`config.mk`:
```
export PLATFORM = sky130hd
export DESIGN_NAME = bsg_sync_filter_flat
export DESIGN_NICKNAME = d
export VERILOG_FILES = /design/src/rtl/bsg_sync_filter_if.sv /design/src/rtl/bsg_sync_filter.sv /design/src/flat_wrapper.sv
export SDC_FILE = /design/constraint.sdc
export NUM_CORES = 1
export LEC_CHECK = 0
export ABC_AREA = 1
export BUFFER_PORTS_ARGS = -buffer_cell sky130_fd_sc_hd__buf_2
export CAP_MARGIN = 10
export CORE_ASPECT_RATIO = 1.75
export CORE_MARGIN = 8
export CORE_UTILIZATION = 40
export CTS_BUF_LIST = sky130_fd_sc_hd__clkbuf_16
export CTS_CLUSTER_DIAMETER = 100
export DETAILED_ROUTE_END_ITERATION = 8
export GPL_TIMING_DRIVEN = 0
export SYNTH_ARGS = -nofsm -noshare
export SYNTH_HDL_FRONTEND = slang
export SYNTH_SLANG_ARGS = --single-unit
```
`constraint.sdc`:
```
create_clock -name clk_i -period 2.85 [get_ports clk_i]
set_input_delay 0.1425 -clock clk_i [delete_from_list [all_inputs] [get_ports clk_i]]
set_output_delay 0.1425 -clock clk_i [all_outputs]
set_load 0.05 [all_outputs]
```
`src/rtl/bsg_sync_filter_if.sv`:
```
// bsg_sync_filter_if
// Bundles the per-channel level input and the filtered outputs of
// bsg_sync_filter.
// Optional sticky-event signals are present when BSG_SYNC_FILTER_EVENT_EN
// is defined.
interface bsg_sync_filter_if #(
  parameter int width_p = 8
);

  logic [width_p-1:0] async_i;
  logic [width_p-1:0] data_o;
  logic [width_p-1:0] rise_o;
  logic [width_p-1:0] fall_o;
`ifdef BSG_SYNC_FILTER_EVENT_EN
  logic [width_p-1:0] evt_o;
  logic [width_p-1:0] evt_clr_i;
`endif

  // Source side: drives the raw levels and consumes the conditioned result.
  modport master (
`ifdef BSG_SYNC_FILTER_EVENT_EN
    output evt_clr_i,
    input  evt_o,
`endif
    output async_i,
    input  data_o,
    input  rise_o,
    input  fall_o
  );

  // Filter side.
  modport slave (
`ifdef BSG_SYNC_FILTER_EVENT_EN
    input  evt_clr_i,
    output evt_o,
`endif
    input  async_i,
    output data_o,
    output rise_o,
    output fall_o
  );

endinterface

```
`src/rtl/bsg_sync_filter.sv`:
```
// bsg_sync_filter
// Multi-channel synchronizer plus glitch filter for asynchronous level inputs.
// Each channel passes through a sync_stages_p flop chain. The filtered level
// changes only after the synchronized value has differed from it for
// filter_cycles_p consecutive edges. Each accepted change produces a one-cycle
// rise/fall pulse.
// Defining BSG_SYNC_FILTER_EVENT_EN adds sticky per-channel change flags
// (evt_o) with a per-bit clear (evt_clr_i). When a set and a clear land on
// the same edge, the set wins.
module bsg_sync_filter #(
  parameter int width_p         = 8,
  parameter int sync_stages_p   = 2,
  parameter int filter_cycles_p = 4
) (
  input  logic               clk_i,
  input  logic               reset_i,
  bsg_sync_filter_if.slave   bus
);

  localparam int CNT_W = $clog2(filter_cycles_p + 1);
  localparam logic [CNT_W-1:0] CNT_MAX = CNT_W'(filter_cycles_p - 1);

  typedef enum logic {
    STABLE  = 1'b0,
    PENDING = 1'b1
  } state_e;

  logic [sync_stages_p-1:0][width_p-1:0] sync_q;
  logic [width_p-1:0]                    y_s;
  logic [width_p-1:0][CNT_W-1:0]         cnt_q, cnt_d;
  logic [width_p-1:0]                    data_q, data_d;
  logic [width_p-1:0]                    rise_q, rise_d;
  logic [width_p-1:0]                    fall_q, fall_d;
  state_e                                state_s [width_p];

  // Synchronizer chain: stage 0 samples the raw pins, later stages shift.
  always_ff @(posedge clk_i) begin
    if (reset_i) begin
      sync_q <= '0;
    end else begin
      sync_q[0] <= bus.async_i;
      for (int k = 1; k < sync_stages_p; k++) begin
        sync_q[k] <= sync_q[k-1];
      end
    end
  end

  // Per-channel filter: count consecutive disagreeing cycles, accept at limit.
  always_comb begin
    y_s    = sync_q[sync_stages_p-1];
    cnt_d  = cnt_q;
    data_d = data_q;
    rise_d = '0;
    fall_d = '0;
    for (int i = 0; i < width_p; i++) begin
      state_s[i] = (y_s[i] != data_q[i]) ? PENDING : STABLE;
      case (state_s[i])
        STABLE: begin
          cnt_d[i] = '0;
        end
        PENDING: begin
          if (cnt_q[i] == CNT_MAX) begin
            data_d[i] = y_s[i];
            cnt_d[i]  = '0;
            rise_d[i] = y_s[i];
            fall_d[i] = ~y_s[i];
          end else begin
            cnt_d[i]  = cnt_q[i] + CNT_W'(1);
          end
        end
        default: begin
          cnt_d[i] = '0;
        end
      endcase
    end
  end

  // Filter state and pulse registers; reset drops any pending change.
  always_ff @(posedge clk_i) begin
    if (reset_i) begin
      cnt_q  <= '0;
      data_q <= '0;
      rise_q <= '0;
      fall_q <= '0;
    end else begin
      cnt_q  <= cnt_d;
      data_q <= data_d;
      rise_q <= rise_d;
      fall_q <= fall_d;
    end
  end

  assign bus.data_o = data_q;
  assign bus.rise_o = rise_q;
  assign bus.fall_o = fall_q;

`ifdef BSG_SYNC_FILTER_EVENT_EN
  logic [width_p-1:0] evt_q, evt_d;

  // Sticky event: OR in this edge's accepted change after applying the clear.
  always_comb begin
    evt_d = (evt_q & ~bus.evt_clr_i) | rise_d | fall_d;
  end

  // Event flag register.
  always_ff @(posedge clk_i) begin
    if (reset_i) begin
      evt_q <= '0;
    end else begin
      evt_q <= evt_d;
    end
  end

  assign bus.evt_o = evt_q;
`endif

endmodule
```
`src/flat_wrapper.sv`:
```
// flat-port wrapper written by rule: the top's interface ports become plain ports
module bsg_sync_filter_flat 
#(
  parameter int width_p         = 8,
  parameter int sync_stages_p   = 2,
  parameter int filter_cycles_p = 4
)
  (clk_i, reset_i, bus_async_i, bus_data_o, bus_rise_o, bus_fall_o);
  bsg_sync_filter_if #(.width_p(width_p)) bus_i ();
  input  logic clk_i;
  input  logic reset_i;
  input wire logic [$bits(bus_i.async_i)-1:0] bus_async_i;
  output wire logic [$bits(bus_i.data_o)-1:0] bus_data_o;
  output wire logic [$bits(bus_i.rise_o)-1:0] bus_rise_o;
  output wire logic [$bits(bus_i.fall_o)-1:0] bus_fall_o;
  assign bus_i.async_i = bus_async_i;
  assign bus_data_o = bus_i.data_o;
  assign bus_rise_o = bus_i.rise_o;
  assign bus_fall_o = bus_i.fall_o;
  bsg_sync_filter #(.width_p(width_p), .sync_stages_p(sync_stages_p), .filter_cycles_p(filter_cycles_p)) u_core (.clk_i(clk_i), .reset_i(reset_i), .bus(bus_i));
endmodule
```
==> results.yml, run 1 <==
run_status:
  outcome: "finished, final reports clean"
global_routing:
  grt_first_pass_wirelength_mm: 6.66
  grt_max_degree: 11
  antenna_found_initial: 0
  grt_pass1_vias: 1658
  grt_use_total_pct: 10.2
  grt_overflow: 0
critical_path:
  crit_required_ns: 2.71
  slowest_stage: "dfxtp_1"
  crit_path_max_incr_delay_ns: 0.40
  crit_path_end_kind: "output port"
  critPathTopFamily: "flip-flops"
  path_max_fanout: 5
  crit_chain: "buf_2"
  arrival_ns: 1.01
  crit_path_start_kind: "flip-flop"
  worst-path-buf-inv: 1
  crit_type: "flip-flop to output port"
clock_network:
  post-cts-setup-buffer-count: 0
  path_clk_slew_ns: 0.05
  cts_tree: "done"
  postCtsResizedCells: 0
  cts_buffer_depth: 2
  clockRootBuffer: "clkbuf_16"
  numCtsBuffers: 9
  holdBufCountCts: 0
  clock-sinks: 64
  htree_num_levels: 3
  clk_latency_ns: 0.32
timing:
  rsz0062_at_grt: "false"
  finalSetupViolCount: 0
  hold_viol: 0
  period_share_pct: 40.6
  fmax_mhz: 865
  max_slew_margin_pct: 83.0
  holdWs_ns: 0.0251
  slew_violations: 0
  finalClockSkew_ns: 0.00391
  min_period_ns: 1.16
  timing.setup.tns_ns: 0
  layout_setup_ws_ns: 1.69
  worst-slew-pin-transition_ns: 0.257
route:
  first_pass_iters: 5
  drc: 0
  routed_via_density: 4.32
  drt_wl_total_mm: 3.76
  antenna_left: 0
  first_iter_violations: 54
  vias: 1665
  wire_per_inst_um: 9.76
final_layout:
  nets: 330
  drive_gt1_share_pct: 17.5
  area_growth_pct: 22.7
  stdcell_count: 385
  diodes: 0
synth:
  ys_ff_latch: 64
  syn_inst: 260
  synth-seq-area-share_pct: 56.2
  yosys_warnings: 0
  ys_types: 13
  avgSynthCellArea_um2: 8.76
  syn_area_mm2: 0.00228
  syn_nets: 286
floorplan:
  die_w_um: 73.1
  dieArea_mm2: 0.00846
  start_util_pct: 41.1
  core_area_mm2: 0.00554
  die_h_um: 116
  rows: 36
  io_pins: 34
min_path:
  min_path_type: "input port to flip-flop"
run:
  drv_cap: 0
pwr:
  power_leakage_uw: 0.00138
  p_total_uw: 1880
  vdd_drop_max_mv: 0.390
  p_per_area_mw_per_mm2: 673
placed_design:
  dp.cells: 369
  pre_cts_ws_ns: 1.70
  gp_congestion: 0.734
  io_buffers: 33
  hpwl_mm: 2.78
power breakdown:
group          switching (uW)  internal, uW  leakage (uW)  total, uW
clock network             348           570      0.000139        918
logic                    28.8          17.5      0.000726       46.3
registers                6.95           911      0.000519        918
total                     384          1500       0.00138       1880
stage by stage:
step                utilization [%]  instance area, um^2
floorplan                         -                 2280
global placement               45.8                 2540
detailed placement             45.8                 2540
CTS                            50.5                 2800
global route                   50.5                 2800
finish                         50.5                 2800
logic make-up after synthesis:
family                   synth area share [%]
flip-flops                               56.2
adder cells (fa/ha/maj)                  8.79
AO/OA/AOI/OAI                            1.98
buffers and inverters                    12.7
AND/OR/NAND/NOR                          20.3
layer usage:
layer	vias up	global-route usage [%]	share of wire, %
met3	12	3.12	5.8
met1	740	8.88	38
met5	-	0	0
met2	41	18.3	52
li1	872	-	-
met4	0	8.47	3.7
layout make-up:
cell class	count	area, um^2
Fill cell	540	2750
Sequential cell	64	1280
Multi-Input combinational cell	122	708
Inverter	70	263
Clock buffer	9	225
Timing Repair Buffer	33	165
Tap cell	76	95.1
Clock inverter	7	31.3
Buffer	4	26.3
worst min-delay path, cell delays in order:
cell and delay [ns]:
buf_2 0.07, inv_1 0.03, nor2_1 0.06
cells in the mapped netlist:
master   instances  area share, %
a21oi_1          8            1.8
buf_2            3           0.66
buf_6            1           0.49
dfxtp_1         64             56
ha_1            16            8.8
inv_1           69             11
inv_2            1           0.16
nand2_1         33            5.4
nand4_1         18            4.9
nand4_4          3            2.8
nor2_1          42            6.9
nor3_1           1           0.22
o21ai_1          1           0.22
layout by cell type, fill, tap and decap left out, types with 4 or more instances in the layout:
cell       synthesis  routed
nand2_1           33      33
ha_1              16      16
clkbuf_16          0       9
dfxtp_1           64      64
inv_1             69      71
clkinv_2           0       4
a21oi_1            8       8
nor2_1            42      42
nand4_1           18      18
buf_2              3      36
final timing paths:
check / from / end / slack [ns] / cells past startpoint
worst min-delay path: bus_async_i[7] / u_core.sync_q[7] / 0.03 / 3
worst max register to register: u_core.cnt_q[3] / u_core.cnt_q[5] / 1.71 / 5
worst max-delay path: u_core.bus.data_o[5] / bus_data_o[5] / 1.69 / 1
worst min register to register: u_core.sync_q[6] / u_core.y_s[6] / 0.40 / 2
registers in the layout (all words and copies together) (netlist names):
name and count:
u_core.sync_q 8, u_core.y_s 8, u_core.bus.data_o 8, u_core.bus.rise_o 8
u_core.bus.fall_o 8, u_core.cnt_q 24
(Power assumes the default switching activity.)
==> inputs of run 2 (changes only) <==
Clock period 2.85 ns to 1.1 ns, I/O delays scaled along.
==> run 2 against run 1 <==
Critical path depth stayed put. First-iteration DRC count is 33% higher. Clock skew is 0.0015 ns higher. Worst setup slack worse by 1.7 ns. Sequential power grew to 2.6 times the previous value. Combinational power grew to 3.2 times the previous value.
==> results.yml, run 2 (synthesized netlist as in run 1, its figures left out) <==
run:
  drv_cap: 0
critical_path:
  arrival_ns: 1.01
  regToRegSetupSlack_ns: 0.07
  crit_path_end_kind: "output port"
  slowest_stage: "dfxtp_1"
  critPathTopFamily: "flip-flops"
  crit_path_max_incr_delay_ns: 0.39
  worst-path-buf-inv: 1
  crit_chain: "buf_2"
  reg2reg_from: "u_core.cnt_q[18]"
  crit_type: "flip-flop to output port"
  crit_path_start_kind: "flip-flop"
  crit_start: "u_core.bus.data_o[3]"
  path_max_fanout: 5
  crit_required_ns: 1.04
timing:
  slew_violations: 0
  rsz0062_at_grt: "true"
  period_share_pct: 96.6
  worst-slew-pin-transition_ns: 0.259
  min_period_ns: 1.06
  finalClockSkew_ns: 0.00537
  hold_viol: 0
  max_slew_margin_pct: 82.9
  layout_setup_ws_ns: 0.0369
  fmax_mhz: 941
  timing.setup.tns_ns: 0
  finalSetupViolCount: 0
  holdWs_ns: 0.159
route:
  wire_per_inst_um: 10.8
  top_layer_used: "met4"
  drt_wl_total_mm: 4.27
  wl_met3_um: 251
  wl_met2_mm: 2.27
  antenna_left: 0
  first_iter_violations: 72
  vias: 1733
  drc: 0
  first_pass_iters: 4
  met1_length_mm: 1.64
  routed_via_density: 4.37
pwr:
  power_leakage_uw: 0.00144
  power.share.sequential_pct: 46.1
  vdd_drop_max_mv: 1.04
  p_int_uw: 4140
  p_comb_share_pct: 2.9
  clock_power_share_pct: 51.1
  switching_share_pct: 20.0
  p_total_uw: 5170
  power.switching_uw: 1030
  p_per_area_mw_per_mm2: 1670
global_routing:
  grt_overflow: 0
  antenna_found_initial: 0
  grt_max_degree: 11
  grt_use_total_pct: 10.7
  grt_first_pass_wirelength_mm: 6.84
  grt_pass1_vias: 1647
clock_network:
  htree_num_levels: 3
  numCtsBuffers: 9
  cts_tree: "done"
  clk_latency_ns: 0.32
  clockRootBuffer: "clkbuf_16"
  clock-sinks: 64
  cts_buffer_depth: 2
  path_clk_slew_ns: 0.05
final_layout:
  drive_gt1_share_pct: 27.7
  area_growth_pct: 35.7
  final_cell_mix: "inv_1, dfxtp_1, nor2_1"
  largest_register_ffs: 24
  mostFrequentLayoutCell: "inv_1"
  stdcell_count: 397
  nets: 342
  diodes: 0
  regMostFlops: "u_core.cnt_q"
placed_design:
  dp.cells: 369
  pre_cts_ws_ns: -0.0553
  gp_congestion: 0.734
  io_buffers: 33
  hpwl_mm: 2.81
run_status:
  outcome: "finished, final reports clean"
min_path:
  min_from: "reset_i"
  min_path_type: "input port to flip-flop"
floorplan:
  die_h_um: 116
  start_util_pct: 41.1
  die_w_um: 73.1
  core_area_mm2: 0.00554
  rows: 36
  io_pins: 34
  dieArea_mm2: 0.00846
[run 2: stage by stage]
stage	util (%)	instance area [um^2]
finish	55.8	3090
global route	55.8	3090
CTS	53.0	2940
detailed placement	45.9	2540
global placement	45.9	2540
floorplan	-	2280
[run 2: final cells by class]
type / count / area, um^2
fill: 515 / 2450
sequential: 64 / 1290
multi-input combinational: 122 / 846
timing repair buffer: 45 / 285
inverter: 70 / 265
clock buffer: 9 / 225
tap: 76 / 95.1
clock inverter: 7 / 56.3
buffer: 4 / 26.3
[run 2: final timing paths]
kind | depth (start not counted) | end
hold reg to reg | 1 | u_core.cnt_q[6]
hold / removal | 4 | u_core.cnt_q[6]
setup reg to reg | 5 | u_core.cnt_q[20]
setup / recovery | 1 | bus_data_o[3]
[run 2: metal layers]
metal	up-vias	GRT usage [%]
li1	899	-
met1	784	9.29
met2	41	19.1
met3	9	4.77
met4	0	7.26
met5	-	0
[run 2: power groups by stage]
stage / registers, uW / logic, uW / clock network [uW]
5_1_grt: 2380 / 170 / 2820
4_1_cts: 2380 / 150 / 2710
6_report: 2380 / 149 / 2640
3_3_place_gp: 2420 / 121 / 0
2_1_floorplan: 2420 / 83.1 / 0
3_5_place_dp: 2430 / 124 / 0
[run 2: timing repair]
item / in CTS / in global routing
buffers inserted: 1 / 2
endpoints found under the hold margin: 11 / 0
hold buffers: 9 / 0
gates cloned: 0 / 0
endpoints found under the setup margin: 24 / 31
pin swaps: 7 / 12
resized for setup: 9 / 34
==> inputs of run 3 (changes only) <==
Settings changed: CORE_UTILIZATION 40 to 35.
==> run 3 against run 2 <==
Sequential power barely moved. Core utilization fell by 8.0 points. Final cell count rose by 1.0%. Worst setup slack improved by 0.012 ns. Clock power fell by 10%. Die area rose by 12%. Critical path type unchanged. Highest routed layer unchanged.
==> results.yml, run 3 (synthesized netlist as in run 1, its figures left out) <==
route:
  first_iter_violations: 70
  drt_wl_total_mm: 3.95
  wire_per_inst_um: 9.84
  antenna_left: 0
  drc: 0
  vias: 1697
  routed_via_density: 4.23
  first_pass_iters: 4
timing:
  fmax_mhz: 952
  slew_violations: 0
  layout_setup_ws_ns: 0.0491
  finalSetupViolCount: 0
  worst-slew-pin-transition_ns: 0.260
  finalClockSkew_ns: 0.00397
  timing.setup.tns_ns: 0
  holdWs_ns: 0.180
  min_period_ns: 1.05
  rsz0062_at_grt: "true"
  max_slew_margin_pct: 82.8
  period_share_pct: 95.5
  hold_viol: 0
critical_path:
  r2r_end: "u_core.cnt_q[23]"
  crit_path_start_kind: "flip-flop"
  crit_path_end: "bus_data_o[2]"
  crit_path_max_incr_delay_ns: 0.39
  reg2reg_from: "u_core.cnt_q[21]"
  crit_start: "u_core.bus.data_o[2]"
  crit_required_ns: 1.04
  cp.depth: 1
  critPathTopFamily: "flip-flops"
  crit_chain: "buf_2"
  crit_path_end_kind: "output port"
  regToRegSetupSlack_ns: 0.05
  path_max_fanout: 5
  r2r_cells: 5
  arrival_ns: 1.00
  crit_type: "flip-flop to output port"
  slowest_stage: "dfxtp_1"
  worst-path-buf-inv: 1
floorplan:
  rows: 39
  core_area_mm2: 0.00639
  dieArea_mm2: 0.00945
  io_pins: 34
  die_w_um: 77.0
  start_util_pct: 35.6
  die_h_um: 123
run:
  drv_cap: 0
global_routing:
  grt_overflow: 0
  grt_max_degree: 11
  grt_pass1_vias: 1627
  antenna_found_initial: 0
  grt_first_pass_wirelength_mm: 6.80
  grt_use_total_pct: 9.16
final_layout:
  area_growth_pct: 34.0
  regMostFlops: "u_core.cnt_q"
  mostFrequentLayoutCell: "inv_1"
  n_fill_cell: 614
  final_cell_mix: "inv_1, dfxtp_1, nor2_1"
  multiInputGateArea_um2: 845
  largest_register_ffs: 24
  seq_area_mm2: 0.00129
  diodes: 0
  nets: 340
  drive_gt1_share_pct: 27.6
clock_network:
  clk_latency_ns: 0.32
  numCtsBuffers: 9
  htree_num_levels: 3
  clock-sinks: 64
  path_clk_slew_ns: 0.05
  cts_buffer_depth: 2
  cts_tree: "done"
  clockRootBuffer: "clkbuf_16"
placed_design:
  gp_congestion: 0.696
  hpwl_mm: 2.76
  io_buffers: 33
  pre_cts_ws_ns: -0.0284
run_status:
  outcome: "finished, final reports clean"
pwr:
  p_per_area_mw_per_mm2: 1600
  vdd_drop_max_mv: 0.794
  power_leakage_uw: 0.00141
min_path:
  min_path_type: "input port to flip-flop"
-- run 3: timing repair --
| action | CTS | global route |
|---|---|---|
| endpoints found under the setup margin | 24 | 29 |
| gates resized for setup | 8 | 36 |
| pin swaps | 7 | 16 |
| setup buffers | 0 | 1 |
| hold endpoints to repair | 11 | 0 |
| hold buffers | 9 | 0 |
-- run 3: report_power, final --
| part | switching [uW] | internal, uW |
|---|---|---|
| combinational | 81.0 | 68.3 |
| sequential | 20.3 | 2360 |
| clock | 893 | 1470 |
| total | 994 | 3900 |
-- run 3: cell type report --
cell class                      instances  area share (%)
Buffer                                  4           0.861
Multi-Input combinational cell        122            27.7
Clock buffer                            9            7.38
Inverter                               70            8.69
Timing Repair Buffer                   43            8.77
Clock inverter                          7           0.984
Sequential cell                        64            42.3
Tap cell                               82            3.36
-- run 3: stage by stage --
step,utilization (%),std cells,total power [uW],cell area [um^2]
after global placement,39.9,375,2540,2550
after CTS,45.5,400,4980,2910
after detailed placement,39.9,375,2550,2550
after global routing,47.8,401,5090,3050
final,47.8,401,4900,3050
after floorplan,-,260,2500,2280
-- run 3: how the worst min path moves through the flow --
stage | startpoint | endpoint | depth (start not counted)
3_3_place_gp | bus_async_i[7] | u_core.sync_q[7] | 3
2_1_floorplan | reset_i | u_core.bus.data_o[1] | 1
3_5_place_dp | bus_async_i[2] | u_core.sync_q[2] | 3
6_report | reset_i | u_core.sync_q[3] | 3
4_1_cts | reset_i | u_core.sync_q[3] | 3
5_1_grt | reset_i | u_core.sync_q[4] | 3
-- run 3: metal layers --
metal,vias to the layer above,GRT usage (%),share of wire [%]
li1,891,-,-
met5,-,0,0
met1,759,8.73,40
met2,39,15.1,50
met3,8,4.25,6.2
met4,0,7.13,2.9
